File: src/rtl/periph_err_slave.sv
// Error slave for the peripheral crossbar: grants every request it has room for and answers
// each one with an error response after RESP_LATENCY cycles. Define PERIPH_ERR_SLAVE_IRQ_EN for the capture IRQ.
module periph_err_slave #(
  parameter int ADDR_WIDTH   = 32,
  parameter int DATA_WIDTH   = 32,
  parameter int BE_WIDTH     = 4,
  parameter int ID_WIDTH     = 9,
  parameter int RESP_LATENCY = 1,
  parameter int FIFO_DEPTH   = 2,
  parameter logic [DATA_WIDTH-1:0] ERR_RDATA = 32'hBADACCE5
) (
  input  logic                  clk_i,
  input  logic                  rst_i,
  input  logic                  req_i,
  input  logic [ADDR_WIDTH-1:0] add_i,
  input  logic                  we_n_i,
  input  logic [BE_WIDTH-1:0]   be_i,
  input  logic [DATA_WIDTH-1:0] wdata_i,
  input  logic [ID_WIDTH-1:0]   id_i,
  output logic                  gnt_o,
  output logic                  r_valid_o,
  output logic                  r_opc_o,
  output logic [ID_WIDTH-1:0]   r_id_o,
  output logic [DATA_WIDTH-1:0] r_rdata_o,
  output logic                  err_valid_o,
  output logic [ADDR_WIDTH-1:0] err_addr_o,
  output logic [ID_WIDTH-1:0]   err_id_o,
  output logic                  err_we_o,
  output logic [15:0]           err_cnt_o,
  input  logic                  err_clr_i,
  output logic                  irq_o
);

  localparam int CW = $clog2(FIFO_DEPTH + 1);
  localparam int TW = 3;
  localparam logic [TW-1:0] TMR_INIT = TW'(RESP_LATENCY);

  typedef enum logic {IDLE, CAPTURED} cap_state_e;

  logic                unused_ok;
  logic                accept, pop, capture;
  logic [CW-1:0]       count_q, count_d, wr_pos;
  logic [ID_WIDTH-1:0] id_q [FIFO_DEPTH];
  logic [ID_WIDTH-1:0] id_d [FIFO_DEPTH];
  logic [TW-1:0]       tmr_q [FIFO_DEPTH];
  logic [TW-1:0]       tmr_d [FIFO_DEPTH];
  logic [ID_WIDTH-1:0] id_nx [FIFO_DEPTH+1];
  logic [TW-1:0]       tmr_nx [FIFO_DEPTH+1];
  cap_state_e          state_q, state_d;

  assign unused_ok = ^{be_i, wdata_i};

  // No bypass: a full FIFO refuses even when its head leaves this cycle.
  assign gnt_o  = count_q < CW'(FIFO_DEPTH);
  assign accept = req_i & gnt_o;
  // Entries are age-ordered and share one latency, so only the head can expire.
  assign pop    = (count_q != '0) && (tmr_q[0] == TW'(1));
  assign wr_pos = count_q - CW'(pop);

  assign r_valid_o = pop;
  assign r_opc_o   = pop;
  assign r_id_o    = pop ? id_q[0] : '0;
  assign r_rdata_o = pop ? ERR_RDATA : '0;

  always_comb begin
    for (int i = 0; i < FIFO_DEPTH; i++) begin
      id_nx[i]  = id_q[i];
      tmr_nx[i] = tmr_q[i];
    end
    id_nx[FIFO_DEPTH]  = '0;
    tmr_nx[FIFO_DEPTH] = '0;
    for (int i = 0; i < FIFO_DEPTH; i++) begin
      id_d[i]  = pop ? id_nx[i+1]  : id_nx[i];
      tmr_d[i] = pop ? tmr_nx[i+1] : tmr_nx[i];
      if (tmr_d[i] != '0) tmr_d[i] = tmr_d[i] - TW'(1);
      if (accept && (CW'(i) == wr_pos)) begin
        id_d[i]  = id_i;
        tmr_d[i] = TMR_INIT;
      end
    end
    count_d = count_q + CW'(accept) - CW'(pop);
  end

  always_ff @(posedge clk_i) begin
    if (rst_i) begin
      count_q <= '0;
      for (int i = 0; i < FIFO_DEPTH; i++) begin
        id_q[i]  <= '0;
        tmr_q[i] <= '0;
      end
    end else begin
      count_q <= count_d;
      for (int i = 0; i < FIFO_DEPTH; i++) begin
        id_q[i]  <= id_d[i];
        tmr_q[i] <= tmr_d[i];
      end
    end
  end

  // A clear coinciding with an accept re-arms the capture with the new request.
  assign capture = accept & ((state_q == IDLE) | err_clr_i);

  always_comb begin
    state_d = state_q;
    if (capture)        state_d = CAPTURED;
    else if (err_clr_i) state_d = IDLE;
  end

  always_ff @(posedge clk_i) begin
    if (rst_i) state_q <= IDLE;
    else       state_q <= state_d;
  end

  assign err_valid_o = (state_q == CAPTURED);

  always_ff @(posedge clk_i) begin
    if (rst_i) begin
      err_addr_o <= '0;
      err_id_o   <= '0;
      err_we_o   <= 1'b0;
    end else if (capture) begin
      err_addr_o <= add_i;
      err_id_o   <= id_i;
      err_we_o   <= ~we_n_i;
    end else if (err_clr_i) begin
      err_addr_o <= '0;
      err_id_o   <= '0;
      err_we_o   <= 1'b0;
    end
  end

  always_ff @(posedge clk_i) begin
    if (rst_i)                              err_cnt_o <= '0;
    else if (err_clr_i)                     err_cnt_o <= {15'd0, accept};
    else if (accept && err_cnt_o != 16'hFFFF) err_cnt_o <= err_cnt_o + 16'd1;
  end

`ifdef PERIPH_ERR_SLAVE_IRQ_EN
  logic irq_q;
  always_ff @(posedge clk_i) begin
    if (rst_i) irq_q <= 1'b0;
    else       irq_q <= capture;
  end
  assign irq_o = irq_q;
`else
  assign irq_o = 1'b0;
`endif

endmodule

File: config.mk
export PLATFORM = sky130hd
export DESIGN_NAME = periph_err_slave
export DESIGN_NICKNAME = d
export VERILOG_FILES = /design/src/rtl/periph_err_slave.sv
export SDC_FILE = /design/constraint.sdc
export NUM_CORES = 1
export LEC_CHECK = 0
export ABC_AREA = 1
export CAP_MARGIN = 20
export CORE_MARGIN = 2
export CORE_UTILIZATION = 43
export CTS_CLUSTER_SIZE = 14
export DETAILED_ROUTE_END_ITERATION = 10
export PLACE_DENSITY = 0.81
export SYNTH_ARGS = -nofsm -noshare
export SYNTH_HDL_FRONTEND = slang
export SYNTH_SLANG_ARGS = --single-unit
File: constraint.sdc
create_clock -name clk_i -period 2.4 [get_ports clk_i]
set_clock_uncertainty 0.2 [all_clocks]
set_input_delay 0.72 -clock clk_i [delete_from_list [all_inputs] [get_ports clk_i]]
set_output_delay 0.72 -clock clk_i [all_outputs]
set_load 0.1 [all_outputs]
==> impl_metrics.yaml <==
status:
  status: "finished with violations"
  violations: "negative setup slack"
synth:
  syn_avg_cell_area_um2: 7.345
  yosysTopAreaCellShare: 0.3900
  synth_cell_type_count: 36
  synth_warnings: 0
  ys_ff_latch: 85
  synthCells: 594
  yosys.area.top_type: "dfxtp_1"
  ys_seq_area_frac: 0.3900
  syn_area_mm2: 0.004363
  synth_area_leaders: "dfxtp_1 (39%), nand3_1 (13%), nand2_1 (8.2%), a21oi_1 (6.7%), buf_4 (6.5%)"
drt:
  routed_via_density: 5.366
  detail_route.wl_per_cell_um: 16.34
  drc: 0
  firstDrtPassIters: 5
  drt-total-wl_um: 13970
  vias: 4588
  postRouteAntennaNets: 0
  drtIter0Drc: 365
sta:
  rsz0062_at_grt: "true"
  finalCritPeriodShare: 1.019
  worstMarginPinSlew_ps: 616.3
  layout_min_cycle_time_ps: 2446
  max_freq_mhz: 408.9
  final_hold_viol_count: 0
  tns_ps: -754.1
  slew_headroom: 0.5887
  timing.final.ws_setup_ps: -45.57
  finalSetupViolCount: 23
  maxSlewViolCount: 0
placement:
  port_buffers: 135
  place.gp.congestion: 0.8756
  hpwl_um: 9513
  placed_area_mm2: 0.006673
  pre_cts_slack_ps: 2.045
power_and_ir_drop:
  ir_drop_v: 0.0005769
  finalPower_mw: 7.158
  p_leak_nw: 2.891
  p_per_area_mw_per_mm2: 996.7
cts:
  cts_buffers: 9
  hold_buffers: 0
  htree_levels: 3
  ctsLongestPathBuffers: 2
  cts_root_buf: "clkbuf_8"
  clkTransAtPathRegs_ps: 90
  cts_tree: "yes"
  cts.sinks: 85
  insertion_delay_ps: 350
die:
  rows: 36
  dieArea_mm2: 0.01097
  boundaryPins: 186
  die-height_um: 104.7
  die_w_um: 104.7
  core_mm2: 0.009819
  initial_core_util: 0.4443
flow_run:
  drv_cap: 0
critical_path:
  criticalPathCategory: "flop to primary output"
  worstPathCellList: "inv_4, nand3_4, nor2_4, buf_6, buf_16, buf_16"
  cp.buffers_inverters: 4
  critPathMostFrequentCell: "buf_16"
  reg2regPathDepth: 10
  startpoint_type: "flop"
  cp.depth: 6
  critPathRequiredTime_ps: 1480
  slowest_stage: "dfxtp_2"
  setup.worst_path.end_class: "primary output"
  reg2reg_slack_ps: 50
  crit_family: "buffers and inverters"
  arrival_ps: 1530
  startpoint: "tmr_q[0][1]$_SDFF_PP0_"
  crit_fanout: 8
  endpoint: "r_rdata_o[2]"
  cpPeakStageDelay_ps: 340
  timing.rr.end: "tmr_q[0][1]$_SDFF_PP0_"
  rr_startpoint: "count_q[0]$_SDFF_PP0_"
layout:
  finalNetCount: 808
  fillers: 677
  area_delta_synth_final_pct: 64.61
  diodes: 0
  drive_gt1_frac: 0.2729
  final_area_mm2: 0.007182
grt:
  grt_max_degree: 44
  antenna_found_initial: 0
  grt-ovfl-total: 0
  first_global_vias: 4509
  grt_first_pass_wirelength_um: 22250
  gr-usage-all-layers: 0.2477
hold_path:
  min_path_cells: 2
  hold_class: "flop to flop"
-- worst min-delay path by stage --
stage | end | from | slack (ps)
finish | id_q[0][9]$_SDFFE_PP0P_ | id_q[0][9]$_SDFFE_PP0P_ | 270
global route | id_q[0][13]$_SDFFE_PP0P_ | id_q[0][13]$_SDFFE_PP0P_ | 300
CTS | id_q[0][9]$_SDFFE_PP0P_ | id_q[0][9]$_SDFFE_PP0P_ | 270
detailed placement | id_q[0][9]$_SDFFE_PP0P_ | id_q[0][9]$_SDFFE_PP0P_ | 260
global placement | id_q[0][17]$_SDFFE_PP0P_ | id_q[0][17]$_SDFFE_PP0P_ | 250
floorplan | id_q[0][10]$_SDFFE_PP0P_ | id_q[0][10]$_SDFFE_PP0P_ | 240
-- per-stage QoR --
step | utilization | hold slack, ps | cells
after CTS | 0.7235 | 270.7 | 852
after detailed placement | 0.6795 | 258.6 | 824
after floorplan | - | 241.2 | 607
after global routing | 0.7314 | 296.7 | 855
final | 0.7314 | 274.2 | 855
after global placement | 0.6795 | 249.0 | 824
-- repair_timing --
action / in CTS / in global routing
endpoints found under the setup margin: 30 / 31
buffers inserted: 10 / 2
pin swaps: 4 / 1
gates cloned: 3 / 1
gates resized for setup: 28 / 6
-- tightest hold or removal path, cell delays in order, from the launching register on --
cell,delay (ps)
dfxtp_1,320
nand2_1,60
a21oi_1,50
-- registers in the layout, indices dropped and copies added (netlist names) --
signal and cells:
err_id_o 9, err_valid_o 1, err_cnt_o 16, count_q 2, err_addr_o 32, tmr_q 6
id_q 18, err_we_o 1
-- cells by family after synthesis --
family	count (synthesis)	share of synthesized area
and+or+nand+nor	268	0.2879
xor gates and xnor gates	8	0.01606
buffers and inverters	131	0.1549
other	1	0.0008595
adders and majority gates	8	0.02294
DFF	85	0.3900
AOI/OAI and AO/OA	93	0.1273
-- where the power goes --
group	total, mW	internal, mW	switching (mW)
clock network	0.899	0.392	0.508
registers	1.78	1.60	0.181
logic	4.48	1.62	2.85
-- metal layers --
metal  vias up  GRT usage  part of all wire
li1       2163          -                 -
met1      2167     0.2922              0.38
met2       218     0.4225              0.51
met3        40    0.06862             0.081
met4         0     0.1019             0.029
met5         -          0                 0
-- cell usage after synthesis --
| cell | instances |
|---|---|
| buf_6 | 1 |
| nor2_2 | 5 |
| nor3_1 | 1 |
| clkinv_1 | 2 |
| buf_1 | 5 |
| a21oi_2 | 11 |
| nand2_2 | 4 |
| nand2_1 | 95 |
| buf_2 | 14 |
| nor2_4 | 2 |
| nand4_1 | 8 |
| xor2_1 | 5 |
| nand4_2 | 1 |
| or2_2 | 2 |
| clkbuf_1 | 10 |
| or2_1 | 1 |
| conb_1 | 1 |
| and3_1 | 1 |
| dfxtp_1 | 85 |
| a211oi_1 | 1 |
| xnor2_1 | 3 |
| o21ai_0 | 3 |
| and2_1 | 1 |
| nand3_2 | 1 |
| inv_1 | 52 |
| a31oi_1 | 1 |
| o211ai_1 | 18 |
| inv_2 | 8 |
| nor2_1 | 30 |
| buf_12 | 1 |
| a21oi_1 | 58 |
| nand2_4 | 3 |
| nand3_1 | 113 |
| ha_1 | 8 |
| o21ai_1 | 1 |
| buf_4 | 38 |
-- cells in the final DEF, fill, tap and decap left out, types with 6 or more instances in the layout --
master / instances
a21oi_1: 58
a21oi_2: 11
buf_12: 83
buf_16: 16
buf_4: 23
clkbuf_8: 10
clkdlybuf4s50_1: 44
conb_1: 14
dfxtp_1: 78
ha_1: 8
inv_1: 50
inv_2: 6
nand2_1: 94
nand3_1: 112
nand4_1: 8
nor2_1: 21
nor2_4: 12
o211ai_1: 18
-- layout make-up --
type | count | area (um2) | area share
clock buffers | 10 | 137.6 | 0.01916
clock inverters | 5 | 27.53 | 0.003833
inverters | 62 | 247.7 | 0.03449
multi-input cells | 391 | 2131 | 0.2967
flip-flops and latches | 85 | 1715 | 0.2389
well taps | 133 | 166.4 | 0.02317
repair buffers | 169 | 2756 | 0.3838
(Power assumes the default switching activity.)
